### src/rtl/act_stream_unit.sv
// -----------------------------------------------------------------------------
// act_stream_unit
//
// Multi-lane activation stage with valid/ready streaming. Each accepted beat
// runs through a per-lane activation function selected at run time. The result
// is saturated to OUT_W bits and held in a two-entry buffer: the output
// register OUT plus a skid register SKID. The buffer absorbs one cycle of
// downstream back-pressure, so in_ready is a pure register output.
//
// Optional feature macro: ACT_SAT_STATS_EN
//   defined   -> sat_cnt counts accepted beats with any saturated lane,
//                and sticks at 0xFFFF.
//   undefined -> sat_cnt is tied to zero and no detect logic exists.
//
// Parameters
//   LANES        parallel values per beat
//   IN_W         signed input width per lane
//   OUT_W        signed output width per lane (2 <= OUT_W <= IN_W)
//   LEAKY_SHIFT  arithmetic right shift applied to negatives in leaky mode
//
// Ports
//   clk, rst_n             clock, asynchronous active-low reset
//   cfg_we                 load cfg_mode / cfg_clamp into config registers
//   cfg_mode [1:0]         0 bypass, 1 ReLU, 2 leaky ReLU, 3 clamped ReLU
//   cfg_clamp [OUT_W-2:0]  unsigned upper bound for mode 3
//   in_valid/in_ready      input handshake
//   in_data                lane i at [i*IN_W +: IN_W]
//   in_last                frame end marker, travels with the beat
//   out_valid/out_ready    output handshake
//   out_data               lane i at [i*OUT_W +: OUT_W]
//   out_last               frame end marker of the presented beat
//   frame_cnt [15:0]       transfers with out_last=1 (wraps)
//   sat_cnt [15:0]         saturated-beat count (see macro above)
// -----------------------------------------------------------------------------
module act_stream_unit #(
  parameter int LANES       = 4,
  parameter int IN_W        = 12,
  parameter int OUT_W       = 12,
  parameter int LEAKY_SHIFT = 3
) (
  input  logic                   clk,
  input  logic                   rst_n,
  input  logic                   cfg_we,
  input  logic [1:0]             cfg_mode,
  input  logic [OUT_W-2:0]       cfg_clamp,
  input  logic                   in_valid,
  output logic                   in_ready,
  input  logic [LANES*IN_W-1:0]  in_data,
  input  logic                   in_last,
  output logic                   out_valid,
  input  logic                   out_ready,
  output logic [LANES*OUT_W-1:0] out_data,
  output logic                   out_last,
  output logic [15:0]            frame_cnt,
  output logic [15:0]            sat_cnt
);

  // Representable output range, expressed at input width for comparison.
  localparam logic signed [IN_W-1:0] SAT_MAX = IN_W'((1 << (OUT_W-1)) - 1);
  localparam logic signed [IN_W-1:0] SAT_MIN = ~SAT_MAX;

  // Config registers
  logic [1:0]       mode_reg;
  logic [OUT_W-2:0] clamp_reg;

  // Buffer state
  logic                   out_valid_reg;
  logic [LANES*OUT_W-1:0] out_data_reg;
  logic                   out_last_reg;
  logic                   skid_valid_reg;
  logic [LANES*OUT_W-1:0] skid_data_reg;
  logic                   skid_last_reg;
  logic [15:0]            frame_cnt_reg;

  logic                   accept;
  logic                   xfer;
  logic [LANES*OUT_W-1:0] beat_data;

  // The clamp is at most 2^(OUT_W-1)-1, so it is always a positive IN_W value.
  logic signed [IN_W-1:0] clamp_ext;
  assign clamp_ext = {{(IN_W-OUT_W+1){1'b0}}, clamp_reg};

  assign accept = in_valid && in_ready;
  assign xfer   = out_valid_reg && out_ready;

`ifdef ACT_SAT_STATS_EN
  logic [LANES-1:0] lane_sat;
`endif

  // ---------------------------------------------------------------------------
  // Per-lane activation and narrowing
  // ---------------------------------------------------------------------------
  genvar gi;
  generate
    for (gi = 0; gi < LANES; gi++) begin : g_lane
      logic signed [IN_W-1:0]  x;
      logic signed [IN_W-1:0]  y;
      logic signed [OUT_W-1:0] z;
      logic                    x_neg;
      logic                    x_zero;

      assign x      = in_data[gi*IN_W +: IN_W];
      assign x_neg  = x[IN_W-1];
      assign x_zero = (x == '0);

      always_comb begin
        y = x;
        case (mode_reg)
          2'd0: y = x;
          2'd1: y = (x_neg || x_zero) ? '0 : x;
          // Arithmetic shift rounds toward -inf, so small negatives stay -1.
          2'd2: y = x_neg ? (x >>> LEAKY_SHIFT) : x;
          default: begin
            if (x_neg || x_zero)
              y = '0;
            else if (x > clamp_ext)
              y = clamp_ext;
            else
              y = x;
          end
        endcase
      end

      always_comb begin
        z = y[OUT_W-1:0];
        if (y > SAT_MAX)
          z = SAT_MAX[OUT_W-1:0];
        else if (y < SAT_MIN)
          z = SAT_MIN[OUT_W-1:0];
      end

`ifdef ACT_SAT_STATS_EN
      // Clamped mode-3 results never exceed SAT_MAX, so the clamp is
      // never reported as saturation.
      assign lane_sat[gi] = (y > SAT_MAX) || (y < SAT_MIN);
`endif

      assign beat_data[gi*OUT_W +: OUT_W] = z;
    end
  endgenerate

  // ---------------------------------------------------------------------------
  // Config registers: a beat accepted together with cfg_we was already
  // computed from the old values above, so a plain register load is enough.
  // ---------------------------------------------------------------------------
  always_ff @(posedge clk or negedge rst_n) begin
    if (!rst_n) begin
      mode_reg  <= 2'd1;
      clamp_reg <= '1;
    end else if (cfg_we) begin
      mode_reg  <= cfg_mode;
      clamp_reg <= cfg_clamp;
    end
  end

  // ---------------------------------------------------------------------------
  // Two-entry buffer. SKID only fills while OUT is stalled. Accept is
  // impossible while SKID is full, so SKID->OUT never competes with a new beat.
  // ---------------------------------------------------------------------------
  always_ff @(posedge clk or negedge rst_n) begin
    if (!rst_n) begin
      out_valid_reg  <= 1'b0;
      out_data_reg   <= '0;
      out_last_reg   <= 1'b0;
      skid_valid_reg <= 1'b0;
      skid_data_reg  <= '0;
      skid_last_reg  <= 1'b0;
    end else begin
      if (xfer || !out_valid_reg) begin
        if (skid_valid_reg) begin
          out_valid_reg  <= 1'b1;
          out_data_reg   <= skid_data_reg;
          out_last_reg   <= skid_last_reg;
          skid_valid_reg <= 1'b0;
        end else if (accept) begin
          out_valid_reg <= 1'b1;
          out_data_reg  <= beat_data;
          out_last_reg  <= in_last;
        end else begin
          out_valid_reg <= 1'b0;
        end
      end else if (accept) begin
        skid_valid_reg <= 1'b1;
        skid_data_reg  <= beat_data;
        skid_last_reg  <= in_last;
      end
    end
  end

  always_ff @(posedge clk or negedge rst_n) begin
    if (!rst_n)
      frame_cnt_reg <= '0;
    else if (xfer && out_last_reg)
      frame_cnt_reg <= frame_cnt_reg + 16'd1;
  end

`ifdef ACT_SAT_STATS_EN
  logic [15:0] sat_cnt_reg;

  always_ff @(posedge clk or negedge rst_n) begin
    if (!rst_n)
      sat_cnt_reg <= '0;
    else if (accept && (|lane_sat) && (sat_cnt_reg != 16'hFFFF))
      sat_cnt_reg <= sat_cnt_reg + 16'd1;
  end

  assign sat_cnt = sat_cnt_reg;
`else
  assign sat_cnt = 16'd0;
`endif

  assign in_ready  = !skid_valid_reg;
  assign out_valid = out_valid_reg;
  assign out_data  = out_data_reg;
  assign out_last  = out_last_reg;
  assign frame_cnt = frame_cnt_reg;

endmodule
### config.mk
export PLATFORM = sky130hd
export DESIGN_NAME = act_stream_unit
export DESIGN_NICKNAME = d
export VERILOG_FILES = /design/src/rtl/act_stream_unit.sv
export SDC_FILE = /design/constraint.sdc
export NUM_CORES = 1
export LEC_CHECK = 0
export BUFFER_PORTS_ARGS = -buffer_cell sky130_fd_sc_hd__buf_2
export CAP_MARGIN = 0
export CORE_ASPECT_RATIO = 1.2
export CORE_MARGIN = 4
export CORE_UTILIZATION = 61
export CTS_CLUSTER_SIZE = 24
export DETAILED_ROUTE_END_ITERATION = 7
export HOLD_SLACK_MARGIN = 0.12
export PLACE_DENSITY = 0.95
export RECOVER_POWER = 25
export REMOVE_ABC_BUFFERS = 1
export SLEW_MARGIN = 10
export SYNTH_ARGS = -nofsm -noshare
export SYNTH_HDL_FRONTEND = slang
export SYNTH_SLANG_ARGS = --single-unit
### constraint.sdc
create_clock -name clk -period 5.3 [get_ports clk]
set_input_delay 1.06 -clock clk [delete_from_list [all_inputs] [get_ports clk]]
set_output_delay 1.06 -clock clk [all_outputs]
set_load 0.02 [all_outputs]
After elaboration in Yosys (flattened, before gate mapping). Index checks and enable logic that the tools add are counted.

Register bits: 129. Bits in writable memories: 0. Memories: 0. Bits in latches: 0. ROM bits: 0. Word-level logic and storage cells: 80. Input port bits: 67.

Divide/modulo/power cells: 0. Muxes and demuxes: 36. $lt $le $gt $ge: 12. Equality and inequality tests: 2. Add/subtract/negate cells: 1. Shifts and indexed selects: 0. Bitwise logic cells: 1. Multipliers: 0. Reductions and logical operators: 19.

Operators with widths (count): 12-bit two-way mux (24); 12-bit case mux with 3 select lines (4); 48-bit two-way mux (2); 12-bit greater-than comparator (4); 12-bit greater-than comparator (second input constant) (4); 12-bit logical NOT (4); 12-bit less-than comparator (second input constant) (4); 16-bit by 1-bit adder with 16-bit output (second input constant) (1); 1-bit two-way mux (6); 1-bit logical OR (5); 2-bit AND reduction (2); 2-bit nonzero test (2); 1-bit logical AND (3); 2-bit by 1-bit equality test with 1-bit output (second input constant) (1); 2-bit equality test (second input constant) (1); 1-bit logical NOT (2); 2-bit logical NOT (1); 1-bit NOT (1).

Longest topological paths before layout.
Word-level depth: 9. Gate-level depth with buffers: 10.

Worst setup path after synthesis. Ideal clock, no wire load.

Path kind: input -> register. From: input port in_data[13]. To: register out_data_reg[22] (netlist: out_data[22]). Buffers on the path: 1. Stages on the path: 9. Arrival: 2.811 ns. Required time: 5.166 ns. Path slack: 2.355 ns. Library setup time: 0.134 ns. Cell sequence: ha_1 > nor2b_1 > o211a_1 > o21ai_1 > a311oi_4 > and2_0 > buf_2 > a2111oi_0 > o21ai_1.

Word-level cells in the longest chain between the ends: 9. Elaborated cells on any way between the ends: 14. Those cells by class: order compare (3); mux (9); reduce/logical (2).

Ends and longest elaborated chain: start, declared (line 48) `input logic [LANES*IN_W-1:0] in_data,`; 12-bit greater-than comparator / 12-bit logical NOT (equally long branches) (line 116, 104); 12-bit two-way mux / 1-bit logical OR (equally long branches) (line 116, 110, 114); 12-bit two-way mux (on tied branches) (line 114, 110); 12-bit case mux with 3 select lines * (line 108) `case (mode_reg)`; 12-bit less-than comparator (line 128) `else if (y < SAT_MIN)`; 12-bit two-way mux (line 128); 12-bit two-way mux * (line 126) `if (y > SAT_MAX)`; 48-bit two-way mux * (line 175) `end else if (accept) begin`; 48-bit two-way mux * (line 170) `if (skid_valid_reg) begin`; end signal, assigned (line 172) `out_data_reg <= skid_data_reg;`; end signal, assigned (line 177) `out_data_reg <= beat_data;`; end, declared (line 68) `logic [LANES*OUT_W-1:0] out_data_reg;`.

Every way passes the cells marked *; elsewhere a longest branch is shown, timed or not. The select of a mux whose other input is x is not followed. A chain may end at the register's enable or synchronous reset.

Worst setup path after layout.
From: register mode_reg[1]. To: register out_data_reg[32] (netlist: out_data[32]).

Word-level cells in the longest chain between the ends: 7. Elaborated cells on any way between the ends: 10. Those cells by class: order compare (2); eq/ne (2); mux (5); reduce/logical (1).

Ends and longest elaborated chain: start, declared (line 63) `logic [1:0] mode_reg;`; start signal, assigned (line 151) `mode_reg <= cfg_mode;`; 2-bit equality test (tied with other cells) (line 108); 12-bit case mux with 3 select lines * (line 108); 12-bit less-than comparator (line 128); 12-bit two-way mux (line 128); 12-bit two-way mux * (line 126); 48-bit two-way mux * (line 175); 48-bit two-way mux * (line 170).

Marked as above.

==> results by group <==
Cells and area
  – Fillers: 934
  – Layout cells sized above 1: 20.06%
  – P&R area growth vs syn: 15.78%
  – Most frequent cells in the layout: buf_2 (131), dfrtp_1 (117), nand2_1 (107), o21ai_0 (104)
  – Antenna Diode Count: 0
  – Commonest non-fill, non-tap cell in the layout: buf_2
  – Nets: 1131
  – Register area: 3243 µm²
  – Multi-input gate area: 4434 µm²
  – Post-route insts no fill: 1196
  – Fin area: 9334 µm²

Routing
  – Metal2 WL: 11720 µm
  – Residual DRC: 8
  – Post-route ant nets: 0
  – WL/cell: 21.19 µm
  – WL met3: 3029 µm
  – Detailed Routing Iterations Pass 1: 8
  – Vias per cell: 6.778
  – Via count of the routed design: 8107
  – Met1 wire length: 8873 µm
  – Initial DRC Count: 874
  – Top Metal Used: met4
  – Drt total wl: 25340 µm

Synthesis
  – Yosys cell types: 65
  – Ys flop type: dfrtp_1
  – Adder-cell area share of the yosys netlist: 6.984%
  – Avg Cell Area, Syn: roughly 9 µm²
  – YS warnings: 0
  – Simple-Gate Fraction of Synth Area: 17.32%
  – Mux cell area share after synthesis: 1.009%
  – EDFF count, synth: 0
  – Synth Area in Compound Gates: 27.08%
  – Mapped Area: 8061 µm²
  – Largest family of logic cells by synthesized area: compound AO/OA/AOI/OAI gates
  – Xor-xnor portion of the synthesized cell area: 1.630%
  – Synth Register Bits: 129
  – Synth Instances: 919
  – Sequential fraction of the synthesis area: 40.23%
  – Ys async rst share: 100.0%

Status
  – Failing checks: DRC
  – Run status: complete, but fails checks

Placement
  – GPL Wtd Cong: 0.9196
  – Post-placement cell count: 1164
  – Port Buffers: 133
  – Post-DP HPWL: 16440 µm
  – Placed cell area: a little under 9000 µm²

Clock network
  – Cts bufs inserted: 17
  – Clk pin slew, worst setup/hold paths: 0.06 ns
  – CTS max path bufs: 2
  – CTS tree: yes
  – Gates resized, CTS repair: 0
  – # clock sinks: 129
  – Root buf cell: clkbuf_16
  – Post-CTS setup buffers: 0
  – Max H-tree Level: 4
  – Hold_buf cts: 0
  – Worst-Skew Late Latency: around 0.44 ns

Floorplan
  – Initial Utilization: 63.07%
  – Die ar.: 15130 µm²
  – DIE HEIGHT: 133.9 µm
  – IO Pins: 150
  – Core ar.: 12780 µm²
  – Die W: 112.9 µm
  – Row count: 45

STA
  – Post-Route Setup TNS: 0 ns
  – Slew Viols, Final: 0
  – Final Skew: a little under 0.007 ns
  – Worst-Margin Slew: 1.013 ns
  – Fmax: between 200 and 300 MHz
  – Hold Vio Cnt, Final: 0
  – Slew headroom: 32.49%
  – Unrepaired setup endpoints after global routing: no
  – Final min period: roughly 3.6 ns
  – Final Setup Violations: 0
  – Final Cycle Share: 68.76%

Setup path
  – R2R cell count: 6
  – WP buf/inv: 0
  – Critical path cell sequence: nand2_1 > nor2_1 > o41ai_1 > nor2_2 > a2111oi_0 > o21ai_0
  – Crit. End Element: flip-flop
  – RR Startpoint: mode_reg[1]
  – Critical path class: reg -> reg
  – Delay of the slowest critical-path stage: about 1 ns
  – Cell family with most CP delay: simple AND/OR/NAND/NOR gates
  – Critical path depth: 6
  – Data arrival, critical path: 3.99 ns
  – Critical path fanouts, max: 30
  – Slowest cell on crit path: dfrtp_1
  – Req. time, crit path: 5.65 ns
  – R2r endpoint: out_data[32]
  – Element type at the critical path start: flip-flop
  – Reg2reg setup slack: around 1.7 ns

Pwr
  – Pleak: 4.384 nW
  – Design Power: 3.572 mW
  – Cell Pwr Density: 382.7 nW/µm²
  – Max rail drop VDD: 305.9 µV

Hold path
  – Min-delay src: frame_cnt[15]
  – Hold endpoint: frame_cnt[15]
  – Worst Hold Class: reg -> reg
  – Worst hold stages: 1

Global routing
  – Global Route Usage Sum: 33.51%
  – Antenna violations before repair: 0
  – Vias in the first global route: 7893
  – Largest net degree at the start of global routing: 67
  – First-pass GRT wire length: approximately 40000 µm
  – Aggregate global routing overflow: 0

Run
  – Max-cap viol count: 0
[metal layers]
metal | up-vias | global-route usage, %
li1 | 3586 | -
met1 | 3711 | 40.69
met2 | 639 | 53.19
met3 | 171 | 8.213
met4 | 0 | 21.44
met5 | - | 0
[cells by family after synthesis]
group | Yosys count
simple gates | 283
buf+inv | 99
other cells | 1
xor+xnor | 15
fa+ha+maj | 45
flops | 129
mux | 7
compound gates | 340
[how the worst max path moves through the flow]
stage                   start                end  slack [ns]
2_1_floorplan  skid_valid_reg  skid_data_reg[46]        1.84
3_3_place_gp      in_data[34]       out_data[29]        1.63
3_5_place_dp      in_data[22]       out_data[21]        1.87
4_1_cts           mode_reg[1]       out_data[28]        1.85
5_1_grt           mode_reg[1]       out_data[31]        1.51
6_report          mode_reg[1]       out_data[32]        1.66
[power breakdown]
group | total [mW] | switching (mW) | leakage, nW | internal (mW)
Combinational | 0.960 | 0.622 | 2.51 | 0.338
Clock | 1.24 | 0.461 | 0.295 | 0.777
Sequential | 1.37 | 0.170 | 1.58 | 1.20
[area by class of cell]
| type | count | share of cell area [%] |
|---|---|---|
| Tap cell | 164 | 2.198 |
| Timing Repair Buffer | 144 | 8.029 |
| Sequential cell | 129 | 34.75 |
| Clock inverter | 12 | 1.676 |
| Clock buffer | 20 | 5.000 |
| Inverter | 21 | 0.8445 |
| Multi-Input combinational cell | 706 | 47.51 |
[cell usage after synthesis (14+ instances only)]
cell	count	share of area (%)
a21oi_1	50	3.1
a21o_1	16	1.5
nand2_1	107	5.0
o21ai_0	104	6.5
a211oi_1	26	2.4
a2111oi_0	14	1.5
dfrtp_1	117	36
nor2_1	51	2.4
a31oi_1	35	2.7
clkbuf_1	41	1.9
a22o_1	18	2.0
inv_1	21	0.98
ha_1	45	7.0
o21ai_1	27	1.7
buf_4	19	1.8
and3_1	38	2.9
[through the flow]
stage	worst slack [ns]	hold WS [ns]	utilization, %
floorplan	1.839	0.4423	-
global placement	1.628	0.4508	68.14
detailed placement	1.867	0.4521	68.16
CTS	1.852	0.4640	73.04
global route	1.505	0.4903	73.03
finish	1.656	0.4578	73.03
No activity file was read; power rests on OpenSTA's default activity.
